<file path="src/rtl/m_bus_unit.sv">
// rtl/m_bus_unit.sv - 8085-style memory bus initiator for the M pseudo-register
module m_bus_unit #(
    parameter int WAIT_MAX = 15
) (
    input  logic       clk,
    input  logic       rst,
    input  logic       req,
    input  logic       we,
    input  logic [7:0] h_in,
    input  logic [7:0] l_in,
    input  logic [7:0] wdata,
    output logic [7:0] rdata,
    output logic       busy,
    output logic       done,
    output logic       err,
    output logic [7:0] a_hi,
    output logic [7:0] ad_out,
    input  logic [7:0] ad_in,
    output logic       ad_oe,
    output logic       ale,
    output logic       rd_n,
    output logic       wr_n,
    output logic       io_m,
    output logic       s1,
    output logic       s0,
    input  logic       ready
);

    localparam logic [7:0] WAIT_LIMIT = 8'(WAIT_MAX);

    typedef enum logic [2:0] {
        S_IDLE,
        S_T1,
        S_T2,
        S_TW,
        S_T3
    } state_t;

    state_t     state_q, state_d;
    logic [7:0] cnt_q, cnt_d;
    logic       we_q, we_d;
    logic [7:0] wdata_q, wdata_d;
    logic [7:0] rdata_q, rdata_d;
    logic       busy_q, busy_d;
    logic       done_q, done_d;
    logic       err_q, err_d;
    logic [7:0] a_hi_q, a_hi_d;
    logic [7:0] ad_out_q, ad_out_d;
    logic       ad_oe_q, ad_oe_d;
    logic       ale_q, ale_d;
    logic       rd_n_q, rd_n_d;
    logic       wr_n_q, wr_n_d;
    logic       s1_q, s1_d;
    logic       s0_q, s0_d;

    always_ff @(posedge clk or negedge rst) begin
        if (!rst) begin
            state_q  <= S_IDLE;
            cnt_q    <= 8'h00;
            we_q     <= 1'b0;
            wdata_q  <= 8'h00;
            rdata_q  <= 8'h00;
            busy_q   <= 1'b0;
            done_q   <= 1'b0;
            err_q    <= 1'b0;
            a_hi_q   <= 8'h00;
            ad_out_q <= 8'h00;
            ad_oe_q  <= 1'b0;
            ale_q    <= 1'b0;
            rd_n_q   <= 1'b1;
            wr_n_q   <= 1'b1;
            s1_q     <= 1'b0;
            s0_q     <= 1'b0;
        end else begin
            state_q  <= state_d;
            cnt_q    <= cnt_d;
            we_q     <= we_d;
            wdata_q  <= wdata_d;
            rdata_q  <= rdata_d;
            busy_q   <= busy_d;
            done_q   <= done_d;
            err_q    <= err_d;
            a_hi_q   <= a_hi_d;
            ad_out_q <= ad_out_d;
            ad_oe_q  <= ad_oe_d;
            ale_q    <= ale_d;
            rd_n_q   <= rd_n_d;
            wr_n_q   <= wr_n_d;
            s1_q     <= s1_d;
            s0_q     <= s0_d;
        end
    end

    always_comb begin
        state_d  = state_q;
        cnt_d    = cnt_q;
        we_d     = we_q;
        wdata_d  = wdata_q;
        rdata_d  = rdata_q;
        busy_d   = busy_q;
        done_d   = 1'b0;
        err_d    = 1'b0;
        a_hi_d   = a_hi_q;
        ad_out_d = ad_out_q;
        ad_oe_d  = ad_oe_q;
        ale_d    = ale_q;
        rd_n_d   = rd_n_q;
        wr_n_d   = wr_n_q;
        s1_d     = s1_q;
        s0_d     = s0_q;

        unique case (state_q)
            S_IDLE: begin
                if (req) begin
                    we_d     = we;
                    wdata_d  = wdata;
                    a_hi_d   = h_in;
                    ad_out_d = l_in;
                    ad_oe_d  = 1'b1;
                    ale_d    = 1'b1;
                    busy_d   = 1'b1;
                    s1_d     = ~we;
                    s0_d     = we;
                    cnt_d    = 8'h00;
                    state_d  = S_T1;
                end
            end
            S_T1: begin
                // Address phase ends: the AD bus turns around for a read or carries data for a write
                ale_d = 1'b0;
                if (we_q) begin
                    ad_out_d = wdata_q;
                    wr_n_d   = 1'b0;
                end else begin
                    ad_oe_d = 1'b0;
                    rd_n_d  = 1'b0;
                end
                state_d = S_T2;
            end
            S_T2: begin
                if (ready) begin
                    state_d = S_T3;
                end else begin
                    cnt_d   = 8'h01;
                    state_d = S_TW;
                end
            end
            S_TW: begin
                if (ready) begin
                    state_d = S_T3;
                end else if (cnt_q == WAIT_LIMIT) begin
                    rd_n_d  = 1'b1;
                    wr_n_d  = 1'b1;
                    ad_oe_d = 1'b0;
                    s1_d    = 1'b0;
                    s0_d    = 1'b0;
                    busy_d  = 1'b0;
                    done_d  = 1'b1;
                    err_d   = 1'b1;
                    state_d = S_IDLE;
                end else begin
                    cnt_d = cnt_q + 8'h01;
                end
            end
            S_T3: begin
                if (!we_q) begin
                    rdata_d = ad_in;
                end
                rd_n_d  = 1'b1;
                wr_n_d  = 1'b1;
                ad_oe_d = 1'b0;
                s1_d    = 1'b0;
                s0_d    = 1'b0;
                busy_d  = 1'b0;
                done_d  = 1'b1;
                state_d = S_IDLE;
            end
            default: state_d = S_IDLE;
        endcase
    end

    assign rdata  = rdata_q;
    assign busy   = busy_q;
    assign done   = done_q;
    assign err    = err_q;
    assign a_hi   = a_hi_q;
    assign ad_out = ad_out_q;
    assign ad_oe  = ad_oe_q;
    assign ale    = ale_q;
    assign rd_n   = rd_n_q;
    assign wr_n   = wr_n_q;
    assign io_m   = 1'b0;
    assign s1     = s1_q;
    assign s0     = s0_q;

endmodule

</file>
<file path="config.mk">
export PLATFORM = sky130hd
export DESIGN_NAME = m_bus_unit
export DESIGN_NICKNAME = d
export VERILOG_FILES = /design/src/rtl/m_bus_unit.sv
export SDC_FILE = /design/constraint.sdc
export NUM_CORES = 1
export LEC_CHECK = 0
export BUFFER_PORTS_ARGS = -buffer_cell sky130_fd_sc_hd__buf_2
export CORE_MARGIN = 2
export CORE_UTILIZATION = 46
export CTS_BUF_LIST = sky130_fd_sc_hd__clkbuf_16
export DETAILED_ROUTE_END_ITERATION = 10
export PLACE_DENSITY = 0.78
export SYNTH_ARGS = -nofsm -noshare
export SYNTH_HDL_FRONTEND = slang
export SYNTH_SLANG_ARGS = --single-unit
</file>
<file path="constraint.sdc">
create_clock -name clk -period 1.9 [get_ports clk]
set_clock_uncertainty 0.15 [all_clocks]
set_input_delay 0.19 -clock clk [delete_from_list [all_inputs] [get_ports clk]]
set_output_delay 0.19 -clock clk [all_outputs]
set_load 0.01 [all_outputs]
</file>
==> flow_metrics.tcl <==
set metrics [dict create \
    synth_top_family_by_area "simple AND/OR/NAND/NOR gates" \
    hpwlAfterDp_um 3700 \
    synth-edff-count 0 \
    power_leakage_nw 1.67 \
    io_pins 71 \
    cp_top_family "simple AND/OR/NAND/NOR gates" \
    synth_cells 237 \
    synth_xor_area_frac 0 \
    finalSetupViolCount 0 \
    fin_crit_sh 0.942 \
    synth_fa_ha_area_frac 0.00515 \
    syn_area_um2 2430 \
    numCtsBuffers 5 \
    critPathRequiredTime_ps 1980 \
    tns_ps 0 \
    start_util 0.476 \
    power_density_nw_per_um2 1450 \
    postRouteWirelength_um 5910 \
    status "finished clean" \
    drc_errors 0 \
    critPathArrivalTime_ps 1870 \
    startpoint_type "register" \
    globalRouteOverflowTotal 0 \
    cts_setup_buffers 0 \
    grt_pass1_vias 2121 \
    clk_latency_ps 290 \
    nets 377 \
    cts_tree "done" \
    drtIter0Drc 106 \
    slew_viol_final 0 \
    yosysWarnings 0 \
    final_common_cell "buf_2" \
    synthArstFlopShare 1.00 \
    dpl_cell_area_um2 2900 \
    antenna_found_initial 0 \
    synthFlopType "dfrtp_1" \
    num_antenna_cells 0 \
    grt_max_degree 54 \
    yosysSeqAreaShare 0.547 \
    crit_fanout 8 \
    synthSimpleGateAreaFrac 0.205 \
    synth_mux_area_frac 0.0746 \
    ir_worst_vdd_uv 886 \
    area_growth_pct 36.6 \
    cp_num_buf_inv 1 \
    cts_buffer_depth 2 \
    drive_above_1_share 0.312 \
    ys_ff_latch 53 \
    final_cell_mix "buf_2, nand2_1, dfrtp_1" \
    grt_pass1_wl_um 9870 \
    avgSynthCellArea_um2 10.3 \
    synth-compound-area-share 0.128 \
    avgRoutedWirePerCell_um 14.4 \
    fill_cells 394 \
    rows 26 \
    finalHoldViolCount 0 \
    chipHeight_um 76.7 \
    cp_slowest_cell "dfrtp_1" \
    fmax_mhz 559 \
    via_per_inst 5.13 \
    synth_nets 275 \
    clkTransAtPathRegs_ps 70 \
    yosysUniqueCellTypes 49 \
    min_path_type "input pin to register" \
    clock-sinks 53 \
    critPathMaxStageDelay_ps 380 \
    critPathKind "register to register" \
    endpoint_kind "register" \
    cap_viol_max_count 0 \
    coreArea_um2 5110 \
    firstDrtPassIters 4 \
    cts-root-buf "clkbuf_16" \
    die_w_um 76.7 \
    crit_chain "buf_4 > nor4_1 > nand2_1 > nor2_1 > o31a_1" \
    gr-usage-all-layers 0.212 \
    vias 2103 \
    cts_max_level 2 \
    gp_congestion 0.848 \
    die_area_um2 5880 \
    stdcell_area_um2 3320 \
    final_core_util 0.650 \
    io_buffers 69 \
    whs_ps 24.3 \
    drtAntennaViolNets 0 \
    finalWorstPathRequiredPeriod_ps 1790 \
    rsz0062_at_grt "false" \
]
cells in the mapped netlist (all sizes together) (2+ instances only):
cell / count / area (um^2)
o21ai: 22 / 110
a21o: 3 / 22.5
nand2: 62 / 233
nor2b: 3 / 18.8
dfrtp: 51 / 1280
a31oi: 6 / 37.5
buf: 9 / 56.3
and3: 2 / 12.5
dfstp: 2 / 52.6
a21oi: 6 / 33.8
mux2i: 8 / 80.1
mux2: 9 / 101
nor3: 3 / 20.0
nor2: 10 / 52.6
nor3b: 3 / 22.5
or4: 2 / 18.8
inv: 7 / 26.3
nand3: 2 / 10.0
clkbuf: 3 / 11.3
nand4: 3 / 18.8
where the power goes:
part | internal (mW) | switching, mW
registers | 1.61 | 0.319
logic | 0.903 | 1.09
clock network | 0.485 | 0.405
total | 2.99 | 1.82
per-layer routing:
layer | GRT usage | vias up | wire (um)
met5 | 0 | - | 0
met4 | 0.0836 | 0 | 166
met3 | 0.0424 | 15 | 267
met2 | 0.369 | 61 | 2980
met1 | 0.259 | 1005 | 2500
li1 | - | 1022 | -
flip-flops by register name, summed over array words and instances, names as in the netlist:
name,count
ale,1
wdata_q,8
wr_n,1
a_hi,8
busy,1
state_q,3
rd_n,1
we_q,1
ad_out,8
rdata,8
ad_oe,1
s0,1
cnt_q,8
s1,1
done,1
err,1
through the flow:
| stage | setup slack, ps | power, mW | std cells |
|---|---|---|---|
| after floorplan | 119 | 3.15 | 237 |
| after global placement | 162 | 3.76 | 376 |
| after detailed placement | 117 | 3.84 | 376 |
| after CTS | 116 | 4.78 | 410 |
| after global routing | 2.25 | 5.16 | 410 |
| final | 110 | 4.81 | 410 |
what timing repair did:
item / CTS / global route
hold buffers: 26 / 0
endpoints found under the hold margin: 77 / 0
endpoints found under the setup margin: 0 / 5
resized for setup: 0 / 3
path summary, 6_finish.rpt:
path                           from         end  slack (ps)  cells after the start
min in group asynchronous       rst  wdata_q[6]         260                      3
max                        cnt_q[4]        wr_n         110                      5
max in group asynchronous       rst        rd_n        1030                      3
min                         l_in[4]   ad_out[4]          20                      3
max reg2reg                cnt_q[4]        wr_n         110                      5
min reg2reg                 a_hi[4]     a_hi[4]         320                      2
layout make-up:
cell class | instances | area (um^2) | share of cell area
clock inverters | 3 | 16.3 | 0.00490
inverters | 7 | 26.3 | 0.00791
clock buffers | 5 | 125 | 0.0377
repair buffers | 107 | 708 | 0.213
multi-input cells | 165 | 1030 | 0.310
well taps | 70 | 87.6 | 0.0264
flip-flops and latches | 53 | 1330 | 0.400
worst reg2reg max path, cell delays in order, from the launching register on:
cell and delay, ps:
dfrtp_1 380, buf_4 160, nor4_1 360, nand2_1 250, nor2_1 260, o31a_1 180
kinds of logic (layout without fill, tap and decap cells):
group / count (synthesis) / after routing
AO/OA/AOI/OAI: 48 / 48
AND/OR/NAND/NOR: 98 / 98
multiplexers: 17 / 17
other: 1 / 1
flip-flops: 53 / 53
adder cells (fa/ha/maj): 1 / 1
buffers and inverters: 19 / 122
Power figures use the tool's default switching activity.
